<file path="config.mk">
export PLATFORM = sky130hd
export DESIGN_NAME = apu_frame_counter
export DESIGN_NICKNAME = d
export VERILOG_FILES = /design/src/rtl/apu_frame_counter.sv
export SDC_FILE = /design/constraint.sdc
export NUM_CORES = 1
export LEC_CHECK = 0
export ABC_AREA = 1
export BUFFER_PORTS_ARGS = -buffer_cell sky130_fd_sc_hd__buf_2
export CORE_AREA = 3 3 71 53
export CTS_BUF_LIST = sky130_fd_sc_hd__clkbuf_4 sky130_fd_sc_hd__clkbuf_8
export CTS_CLUSTER_SIZE = 30
export DETAILED_ROUTE_END_ITERATION = 10
export DIE_AREA = 0 0 74 56
export HOLD_SLACK_MARGIN = 0.02
export PLACE_DENSITY = 0.9
export RECOVER_POWER = 25
export SLEW_MARGIN = 20
export SYNTH_ARGS = -nofsm -noshare
export SYNTH_HDL_FRONTEND = slang
export SYNTH_SLANG_ARGS = --single-unit
</file>
<file path="constraint.sdc">
create_clock -name clk -period 1.8 [get_ports clk]
set_clock_uncertainty 0.15 [all_clocks]
set_input_delay 0.18 -clock clk [delete_from_list [all_inputs] [get_ports clk]]
set_output_delay 0.18 -clock clk [all_outputs]
set_load 0.02 [all_outputs]
</file>
<file path="src/rtl/apu_frame_counter.sv">
// APU frame sequencer: divides CPU cycles into quarter/half-frame strobes, owns the $4017
// mode/IRQ-inhibit register, the deferred sequence reset and the frame IRQ flag.
module apu_frame_counter #(
  parameter logic [15:0] S1 = 16'd7457,
  parameter logic [15:0] S2 = 16'd14913,
  parameter logic [15:0] S3 = 16'd22371,
  parameter logic [15:0] S4 = 16'd29829,
  parameter logic [15:0] S5 = 16'd37281
) (
  input  logic       clk,
  input  logic       rst,
  input  logic       ce,
  input  logic       wr,
  input  logic [7:0] wr_data,
  input  logic       status_rd,
  output logic       quarterframe,
  output logic       halfframe,
  output logic       irq,
  output logic       mode
);

  localparam logic [15:0] S4M1 = S4 - 16'd1;
  localparam logic [15:0] S4P1 = S4 + 16'd1;
  localparam logic [15:0] S5P1 = S5 + 16'd1;

  logic [15:0] cnt_q, cnt_d;
  logic        mode_q, mode_d;
  logic        inhibit_q, inhibit_d;
  logic        irq_q, irq_d;
  logic        parity_q, parity_d;
  logic        pend_q, pend_d;
  logic        pend_mode_q, pend_mode_d;
  logic [2:0]  pend_cnt_q, pend_cnt_d;
  logic        qf_q, qf_d;
  logic        hf_q, hf_d;

  logic [15:0] last;
  logic        apply;
  logic        inhibit_eff;
  logic        irq_set;
  logic        irq_clr;
  logic        q_dec;
  logic        h_dec;

  // Only the mode and inhibit bits of $4017 are meaningful here.
  logic unused_wr_bits;
  assign unused_wr_bits = ^wr_data[5:0];

  always_comb begin
    cnt_d       = cnt_q;
    mode_d      = mode_q;
    inhibit_d   = inhibit_q;
    irq_d       = irq_q;
    parity_d    = parity_q;
    pend_d      = pend_q;
    pend_mode_d = pend_mode_q;
    pend_cnt_d  = pend_cnt_q;
    qf_d        = 1'b0;
    hf_d        = 1'b0;

    last        = mode_q ? S5P1 : S4P1;
    // A fresh write restarts the delay, so it can never coincide with the reset being applied.
    apply       = ce && !wr && pend_q && (pend_cnt_q == 3'd1);
    inhibit_eff = wr ? wr_data[6] : inhibit_q;
    irq_set     = !mode_q && !inhibit_eff &&
                  ((cnt_q == S4M1) || (cnt_q == S4) || (cnt_q == S4P1));
    irq_clr     = status_rd || (wr && wr_data[6]);

    if (mode_q) begin
      q_dec = (cnt_q == S1) || (cnt_q == S2) || (cnt_q == S3) || (cnt_q == S5);
      h_dec = (cnt_q == S2) || (cnt_q == S5);
    end else begin
      q_dec = (cnt_q == S1) || (cnt_q == S2) || (cnt_q == S3) || (cnt_q == S4);
      h_dec = (cnt_q == S2) || (cnt_q == S4);
    end

    if (ce) begin
      parity_d = ~parity_q;
      cnt_d    = (cnt_q == last) ? 16'd0 : cnt_q + 16'd1;

      if (irq_set) begin
        irq_d = 1'b1;
      end else if (irq_clr) begin
        irq_d = 1'b0;
      end

      if (wr) begin
        inhibit_d   = wr_data[6];
        pend_d      = 1'b1;
        pend_mode_d = wr_data[7];
        pend_cnt_d  = parity_q ? 3'd4 : 3'd3;
      end else if (pend_q) begin
        pend_cnt_d = pend_cnt_q - 3'd1;
      end

      if (apply) begin
        cnt_d  = 16'd0;
        mode_d = pend_mode_q;
        pend_d = 1'b0;
        qf_d   = pend_mode_q;
        hf_d   = pend_mode_q;
      end else begin
        qf_d = q_dec;
        hf_d = h_dec;
      end
    end
  end

  always_ff @(posedge clk or negedge rst) begin
    if (!rst) begin
      cnt_q       <= 16'd0;
      mode_q      <= 1'b0;
      inhibit_q   <= 1'b0;
      irq_q       <= 1'b0;
      parity_q    <= 1'b0;
      pend_q      <= 1'b0;
      pend_mode_q <= 1'b0;
      pend_cnt_q  <= 3'd0;
      qf_q        <= 1'b0;
      hf_q        <= 1'b0;
    end else begin
      cnt_q       <= cnt_d;
      mode_q      <= mode_d;
      inhibit_q   <= inhibit_d;
      irq_q       <= irq_d;
      parity_q    <= parity_d;
      pend_q      <= pend_d;
      pend_mode_q <= pend_mode_d;
      pend_cnt_q  <= pend_cnt_d;
      qf_q        <= qf_d;
      hf_q        <= hf_d;
    end
  end

  assign quarterframe = qf_q;
  assign halfframe    = hf_q;
  assign irq          = irq_q;
  assign mode         = mode_q;

endmodule

</file>
==> metrics.txt, run 1 <==
worst setup margin=110 ps; crit-path most repeated cell=nand2_1; Worst Setup SP=pend_cnt_q[1]; r2r endpoint=quarterframe; # clock sinks=27; Psw=792 uW; setup_tns=0 ps; Avg Cell Area, Syn=6.97 um^2; Comb power frac=0.349; Max Fanout on Critical Path=4; drt drc=0; # H-tree levels=1; TritonCTS clock tree=yes; hold slack final=64.0 ps; Seq/Total Area, Yosys=0.358; pin count of the biggest net entering global routing=28; Max-Cap Viols=0; sw frac=0.417; Setup CP Type=register to register; Cells after Synth=271; post-route ant nets=0; path type of the worst min-delay path=input port to register; Longest Clk Path Bufs=2; fraction of layout cells with a size suffix above 1=0.163; Crit path max-delay family=simple AND/OR/NAND/NOR gates; GRT Total Usage=0.240; Layout Nets=between 300 and 400; top cells by area, synth=dfrtp_1 (36%), nand2_1 (17%), nor2_1 (6.8%), nand3_1 (5.8%), inv_1 (5.8%); initial antenna violation count=0; syn_nets=290; Unique masters post-synth=26; Final Hold Fails=0; Reg2Reg Setup Slack=about 110 ps; relative slew slack=0.552; clock power share=0.197; DIE HEIGHT=56 um; vias per cell=around 5.5; Slew Limit Fails=0; Buffers on Ports=10; cell internal pwr=around 1100 uW; sequential power share=0.454; number of synthesis warnings=0; Clk Latency, worst-skew pair=between 200 and 300 ps; min cycle time layout=1690 ps; Via Count=around 1,800; CP max stage cell=dfrtp_1; worst r2r path cells=9; Crit Reg-Reg Startpoint=pend_cnt_q[1]; Max VDD drop=0.714 mV; row count=17; crit-path max cell delay=370 ps; max layer used=met4; Max Clk Rate=0.592 GHz; dpl hpwl=3.38 mm; placed instance area=1980 um^2; met3 wire len=455 um; core area=~3100 um^2; Top Ports=17; die area=4140 um^2; Initial DRC Count=205; post-synth top area share=0.358; unrepaired setup endpoints after global routing=false; crit path capture=quarterframe; number of CTS-inserted buffers=3; Power Density=904 nW/um^2; flops & latches, synth=27; startpoint types=register; Starting Density=0.604; status=complete, no violations; CP Cell Sequence=inv_1 > ha_1 > nand2_1 > nor2_2 > nand3_1 > o21ai_1 > inv_1 > nand2_1 > nand2_1; DRT Pass-1 Iters=6; final core occ=0.671; leakage=0.00102 uW; crit end category=register; Met2 Wirelength=1.89 mm; final WL=4.63 mm; Ant. Diodes=0; wire length per cell=14.2 um; hold_sp=ce; Critical Path RT=between 1500 and 2000 ps; final cycle utilization of the critical path=0.939; grt total ovfl=0; GPL Wtd Cong=0.989; Bufs and invs on worst path=2; global-route wire length before repair=7.76 mm; Slew @ Worst Pin=between 600 and 700 ps; pre-CTS setup slack=roughly 92 ps; vias in the first global route=1,579; synthesis-to-layout area growth=11.1%; M1 wire length=2.17 mm; final instance area=2100 um^2; clk slew on worst S/H paths=100 ps; WP data arrival=approximately 1700 ps; chip width=74 um; Synth area leader=dfrtp_1; Setup Buffers After CTS=0; setup violators final=0; CP Depth=9; Mapped Area=1890 um^2; Clock Tree Root=clkbuf_8
==> stage by stage <==
step / power, uW / cells
floorplan: 1320 / 271
finish: 1900 / 327
CTS: 1860 / 326
global placement: 1460 / 318
detailed placement: 1490 / 318
global route: 2020 / 327
==> cell type report <==
type	instances	area, um^2
Multi-Input combinational cell	204	1060
Fill cell	281	1030
Sequential cell	27	678
Timing Repair Buffer	21	141
Inverter	33	124
Tap cell	38	47.5
Clock buffer	3	41.3
Clock inverter	1	7.51
==> registers in the layout, summed over array words and instances (netlist names) <==
| signal | cells |
|---|---|
| cnt_q | 16 |
| halfframe | 1 |
| inhibit_q | 1 |
| irq | 1 |
| mode | 1 |
| parity_q | 1 |
| pend_cnt_q | 3 |
| pend_mode_q | 1 |
| pend_q | 1 |
| quarterframe | 1 |
==> cell usage in the layout, fill, tap and decap left out <==
| master | count |
|---|---|
| nand2_1 | 84 |
| nor2_1 | 33 |
| inv_1 | 29 |
| dfrtp_1 | 25 |
| nand3_1 | 22 |
| o21ai_2 | 10 |
| xor2_1 | 9 |
| buf_2 | 8 |
| a21oi_1 | 7 |
| buf_4 | 7 |
| o21ai_1 | 6 |
| nand4_1 | 6 |
| nor3_1 | 5 |
| o21ai_0 | 5 |
| ha_1 | 5 |
| inv_2 | 4 |
| nor2_2 | 4 |
| dlygate4sd3_1 | 4 |
| clkbuf_8 | 3 |
| dfrtp_2 | 2 |
| nor2_4 | 1 |
| nand2_2 | 1 |
| nor4_1 | 1 |
| nand3_4 | 1 |
| a21oi_4 | 1 |
| nand2_8 | 1 |
| ha_2 | 1 |
| clkinvlp_4 | 1 |
| nand2_4 | 1 |
| clkbuf_2 | 1 |
| clkbuf_1 | 1 |
==> worst min path at each step <==
stage                     to  slack [ps]  cells past startpoint
global placement    cnt_q[8]          70                      1
floorplan           cnt_q[0]        -270                      0
finish              parity_q          60                      2
CTS                 parity_q          70                      2
global route        parity_q          90                      2
detailed placement  cnt_q[8]          80                      1
==> Yosys cell counts <==
| cell type | instances |
|---|---|
| a21oi_1 | 7 |
| a21oi_4 | 1 |
| buf_12 | 1 |
| buf_2 | 4 |
| buf_4 | 1 |
| buf_6 | 1 |
| clkbuf_1 | 1 |
| dfrtp_1 | 27 |
| ha_1 | 6 |
| inv_1 | 29 |
| inv_2 | 4 |
| nand2_1 | 84 |
| nand2_2 | 1 |
| nand2_4 | 1 |
| nand3_1 | 22 |
| nand3_2 | 1 |
| nand4_1 | 6 |
| nor2_1 | 34 |
| nor2_2 | 3 |
| nor2_4 | 1 |
| nor3_1 | 5 |
| nor4_1 | 1 |
| o21ai_0 | 5 |
| o21ai_1 | 6 |
| o21ai_2 | 10 |
| xor2_1 | 9 |
==> kinds of logic after synthesis <==
logic type,Yosys count,synth area share
AOI/OAI and AO/OA,29,0.103
xor gates and xnor gates,9,0.0417
adders and majority gates,6,0.0397
buffers and inverters,41,0.0987
DFF,27,0.358
and+or+nand+nor,159,0.360
==> power by group through the flow <==
stage / sequential (uW) / clock (uW) / combinational, uW
2_1_floorplan: 833 / 0 / 483
3_3_place_gp: 857 / 0 / 604
3_5_place_dp: 867 / 0 / 620
4_1_cts: 853 / 374 / 631
5_1_grt: 876 / 396 / 749
6_report: 861 / 374 / 662
==> metal layers <==
metal / GRT usage / vias to the layer above
li1: - / 896
met1: 0.394 / 801
met2: 0.312 / 97
met3: 0.0451 / 15
met4: 0.0568 / 0
met5: 0 / -
==> repair_timing <==
item	4_1_cts	5_1_grt
endpoints found under the hold margin	30	0
hold buffers	4	0
setup endpoints to repair	0	14
resized for setup	0	6
Note: power is estimated with default switching activity, not from simulation.
==> run 2, diff against run 1 <==
- ABC_AREA: 1 -> 0
- CORE_AREA: 3 3 71 53 -> 3 3 68 51
- DIE_AREA: 0 0 74 56 -> 0 0 71 54
- PLACE_DENSITY: 0.9 -> 0.91
==> metrics.txt, run 2 <==
relative slew slack=0.529 (-0.0229); Top Ports=17 (unchanged); CP Cell Sequence=or3b_4 > or4_4 > a2111o_1 > a31oi_1 > o22ai_2; clock power share=0.143 (-0.054); register bank with the most flops=cnt_q; unrepaired setup endpoints after global routing=true; wire length per cell=24.3 um (+72%); sw frac=0.429 (+0.0119); Reg2Reg Setup Slack=-670 ps (-780 ps); Primary FF master, synth=dfrtp_1; DIE HEIGHT=54 um (-3.6%); sequential power share=0.346 (-0.108); Avg Cell Area, Syn=8.99 um^2 (+29%); max reg flops=16 (unchanged); multi-input logic area=1090 um^2 (+2.5%); Seq/Total Area, Yosys=0.389 (+0.0317); hold slack final=45.7 ps (-18.3 ps); Initial DRC Count=392 (+91%); Ant. Diodes=0 (unchanged); largest registers=cnt_q x16, pend_cnt_q x3; Critical Path RT=1830 ps (about the same); Layout Nets=266 (-14%); Longest Clk Path Bufs=2 (unchanged); setup violators final=19 (+19); Setup CP Type=register to register; Clock Tree Root=clkbuf_8; Clk Latency, worst-skew pair=290 ps (about the same); flops & latches, synth=27 (unchanged); leakage=0.00104 uW (+2.1%); top cells by area, synth=dfrtp_1 (39%), nand2_1 (6.1%), ha_1 (4.3%), nand3_1 (4.0%), nand4_1 (3.2%); EDFF count, synth=0 (unchanged); # H-tree levels=1 (unchanged); fraction of layout cells with a size suffix above 1=0.402 (+0.240); vias in the first global route=1,870 (+18%); syn_nets=212 (-27%); worst r2r path cells=5 (-4); Max Clk Rate=0.405 GHz (-32%); top cells by count, synth=nand2_1 (28), dfrtp_1 (27), nand3_1 (14), clkbuf_1 (13), inv_1 (13); Mapped Area=1740 um^2 (-8.1%); Synth area leader=dfrtp_1; Max-Cap Viols=0 (unchanged); Layout fillers=134 (-52%); r2r endpoint=cnt_q[2]; Async SR Flop Fraction=1.00 (unchanged); row count=16 (-1); Cells after Synth=193 (-29%); Max Fanout on Critical Path=5 (+1); status=finished with violations; worst hold path stage count=2 (unchanged); vias per cell=7.52 (+36%); Worst Setup SP=cnt_q[5]; worst setup margin=-672 ps (-782 ps); startpoint types=register; Starting Density=0.619 (+0.0150); Final Hold Fails=0 (unchanged); Power Density=1130 nW/um^2 (+25%); GPL Wtd Cong=0.932 (-5.7%); die area=3830 um^2 (-7.5%); post-route ant nets=0 (unchanged); most frequent cells in the layout=buf_4 (49), nand2_1 (26), dfrtp_1 (25); path type of the worst min-delay path=input port to register; DRT Pass-1 Iters=7 (+1); Buffers on Ports=10 (unchanged); clk slew on worst S/H paths=100 ps (about the same); most common cell after layout, fill and taps aside=buf_4; drt drc=0 (unchanged); Max VDD drop=0.900 mV (+26%); FF+latch area=678 um^2 (unchanged); grt total ovfl=0 (unchanged); CP max stage cell=a2111o_1; min cycle time layout=2470 ps (+782 ps); number of synthesis warnings=0 (unchanged); failing checks=setup timing; global-route wire length before repair=9.20 mm (+18%); Via Count=2,120 (+17%); post-synth top area share=0.389 (+0.0317); initial antenna violation count=0 (unchanged); most common cell in the netlist=nand2_1; final WL=6.85 mm (+48%); Slew Limit Fails=0 (unchanged); crit end category=register; pin count of the biggest net entering global routing=28 (unchanged); synthesis-to-layout area growth=35.8%; dpl hpwl=3.75 mm (+11%); crit-path max cell delay=570 ps (+200 ps); Psw=1140 uW (+45%); placed instance area=2080 um^2 (+5.2%); Comb power frac=0.511 (+0.162); final cycle utilization of the critical path=1.37 (+0.434); # clock sinks=27 (unchanged); cell internal pwr=1520 uW (+38%); Unique masters post-synth=44 (+69%); TritonCTS clock tree=yes; chip width=71 um (-4.1%); number of CTS-inserted buffers=3 (unchanged); WP data arrival=2500 ps (+780 ps); crit path capture=cnt_q[2]; core area=2800 um^2 (-10%); Slew @ Worst Pin=706 ps (+34.4 ps); Crit Reg-Reg Startpoint=cnt_q[5]; final instance area=2360 um^2 (+12%); GRT Total Usage=0.324 (+0.0840)
==> run 2: area by class of cell <==
cell class,instances,share of cell area
inverter,13,0.0207
timing repair buffer,62,0.191
sequential,27,0.288
tap,36,0.0191
clock buffer,4,0.0207
multi-input combinational,140,0.461
==> run 2: how the worst min path moves through the flow <==
stage / from / endpoint
floorplan: rst / cnt_q[0]
global placement: rst / parity_q
detailed placement: rst / parity_q
CTS: wr_data[6] / inhibit_q
global route: wr_data[6] / inhibit_q
finish: wr_data[6] / inhibit_q
==> run 2: routing by layer <==
layer	track usage	vias up	share of wire
met5	0	-	0
met4	0.184	0	0.085
met3	0.0746	89	0.15
met2	0.551	241	0.42
met1	0.386	963	0.34
li1	-	827	-
==> run 2: timing repair <==
action,CTS,global route
hold endpoints to repair,28,0
cloned,2,1
pin swaps,16,7
endpoints found under the setup margin,21,21
hold buffers,2,0
resized for setup,17,14
setup buffers,1,6
==> run 2: through the flow <==
stage | util | total power [uW] | setup WS [ps] | TNS (ps) | instances
5_1_grt | 0.841 | 2790 | -781 | -12180 | 282
4_1_cts | 0.800 | 2470 | -576 | -9450 | 275
6_report | 0.841 | 2670 | -672 | -11390 | 282
2_1_floorplan | - | 1530 | -535 | -8350 | 193
3_5_place_dp | 0.742 | 2030 | -781 | -11940 | 266
3_3_place_gp | 0.742 | 1940 | -646 | -9960 | 266
==> run 2: power by group through the flow <==
stage          clock (uW)  sequential, uW  combinational, uW
2_1_floorplan           0             917                608
3_3_place_gp            0             893               1050
3_5_place_dp            0             909               1130
4_1_cts               375             898               1190
5_1_grt               414             936               1440
6_report              381             923               1360
==> run 2: cell families (layout without fill, tap and decap cells) <==
kind of cell,after synthesis,count (layout),synth area share
muxes,5,5,0.0303
buffers and inverters,29,79,0.0764
adders and majority gates,6,6,0.0433
xor gates and xnor gates,1,1,0.00505
AOI/OAI and AO/OA,42,43,0.188
and+or+nand+nor,83,85,0.267
DFF,27,27,0.389
==> run 2: critical path, delay by kind of cell, from the launching register on <==
family | cells | cell delay [ps]
compound gates | 3 | 940
simple gates | 2 | 890
flops | 1 | 400
==> run 3, diff against run 2 <==
- clock period: 1.8 -> 3 ns (I/O delays scaled with it)
==> metrics.txt, run 3 (synthesized netlist as in run 2, its figures left out) <==
cell internal pwr=727 uW (-52%); crit-path max cell delay=570 ps (about the same); leakage=0.000761 uW (-27%); Longest Clk Path Bufs=2 (unchanged); most frequent cells in the layout=nand2_1 (28), dfrtp_1 (27), nand3_1 (14); clk slew on worst S/H paths=90 ps (about the same); Max Fanout on Critical Path=13 (+8); Layout Nets=213 (-20%); GRT Total Usage=0.240 (-0.0837); Psw=528 uW (-54%); post-route ant nets=0 (unchanged); placed instance area=1750 um^2 (-16%); vias in the first global route=1,428 (-24%); Setup Buffers After CTS=0 (-1); Crit path max-delay family=simple AND/OR/NAND/NOR gates; Setup CP Type=register to register; dpl hpwl=3.00 mm (-20%); setup violators final=0 (-19); Clk Latency, worst-skew pair=280 ps (about the same); fraction of layout cells with a size suffix above 1=0.135 (-0.268); startpoint types=register; GPL Wtd Cong=0.992 (+6.4%); Starting Density=0.619 (unchanged); relative slew slack=0.0241 (-0.505); setup_tns=0 ps (+11,390 ps); vias per cell=6.79 (-9.7%); clock power share=0.179 (+0.036); crit end category=register; DIE HEIGHT=54 um (unchanged); post_cts resized=0 (-17); Ant. Diodes=0 (unchanged); status=complete, no violations; Slew @ Worst Pin=1460 ps (+757 ps); max reg flops=16 (unchanged); die area=3830 um^2 (unchanged); final cycle utilization of the critical path=0.914 (-0.459); global-route wire length before repair=7.00 mm (-24%); grt total ovfl=0 (unchanged); Critical Path RT=2990 ps (+1160 ps); path type of the worst min-delay path=input port to register; CP Cell Sequence=or3b_1 > or4_4 > a2111o_1 > nand3_4 > o311ai_0; Buffers on Ports=10 (unchanged); sequential power share=0.504 (+0.158); min cycle time layout=2740 ps (+271 ps); CP max stage cell=a2111o_1; core area=2800 um^2 (unchanged); drt drc=0 (unchanged); Top Ports=17 (unchanged); number of CTS-inserted buffers=3 (unchanged); chip width=71 um (unchanged); TritonCTS clock tree=yes; DRT Pass-1 Iters=5 (-2); Inst Count DP=224 (-16%); final instance area=1810 um^2 (-23%); Max Clk Rate=0.365 GHz (-9.9%); final core occ=0.646 (-0.195); Initial DRC Count=159 (-59%); Max VDD drop=0.388 mV (-57%); most common cell after layout, fill and taps aside=nand2_1; unrepaired setup endpoints after global routing=false; wire length per cell=18.5 um (-24%); Comb power frac=0.317 (-0.194); synthesis-to-layout area growth=4.33%; Power Density=693 nW/um^2 (-39%); row count=16 (unchanged); initial antenna violation count=0 (unchanged); Layout Cells excl Fill=229 (-19%); register bank with the most flops=cnt_q; WP data arrival=2730 ps (+230 ps); Via Count=1,555 (-27%); final WL=4.24 mm (-38%); sw frac=0.420 (-0.00867); largest registers=cnt_q x16, pend_cnt_q x3; Slew Limit Fails=0 (unchanged); Bufs and invs on worst path=0 (unchanged); Clock Tree Root=clkbuf_8; # H-tree levels=1 (unchanged); pin count of the biggest net entering global routing=28 (unchanged); Max-Cap Viols=0 (unchanged); Final Hold Fails=0 (unchanged); # clock sinks=27 (unchanged)
-- run 3: cell type report --
type                       instances  area (um^2)
sequential                        27          676
fill                             231          992
tap                               36         45.0
inverter                          13         48.8
clock buffer                       4         48.8
multi-input combinational        137          927
timing repair buffer              12         65.1
-- run 3: per-stage QoR --
| stage | power (uW) | hold slack (ps) | setup slack [ps] |
|---|---|---|---|
| after floorplan | 901 | -146 | 604 |
| after global placement | 981 | 180 | 368 |
| after detailed placement | 1020 | 198 | 294 |
| after CTS | 1240 | 93.9 | 280 |
| after global routing | 1330 | 98.6 | 192 |
| final | 1250 | 94.3 | 257 |
-- run 3: worst paths after layout --
path,from,to,slack [ps],cells past startpoint
max,cnt_q[8],cnt_q[3],260,5
min in group asynchronous,rst,halfframe,730,2
max in group asynchronous,rst,cnt_q[3],1110,2
min,wr_data[7],pend_mode_q,90,2
min reg2reg,pend_mode_q,pend_mode_q,360,1
max reg2reg,cnt_q[8],cnt_q[3],260,5
-- run 3: timing repair --
item	in CTS	in global routing
hold buffers	1	0
hold endpoints to repair	27	0
endpoints found under the setup margin	0	0
-- run 3: routing by layer --
layer / track usage / vias to the layer above / share of wire
li1: - / 710 / -
met5: 0 / - / 0
met3: 0.0466 / 9 / 0.082
met1: 0.328 / 756 / 0.45
met2: 0.382 / 80 / 0.45
met4: 0.0938 / 0 / 0.016
-- run 3: power by group through the flow --
stage          Combinational (uW)  Clock, uW  Sequential (uW)
2_1_floorplan                 353          0              548
3_3_place_gp                  364          0              617
3_5_place_dp                  392          0              631
4_1_cts                       394        226              623
5_1_grt                       445        240              650
6_report                      398        224              632
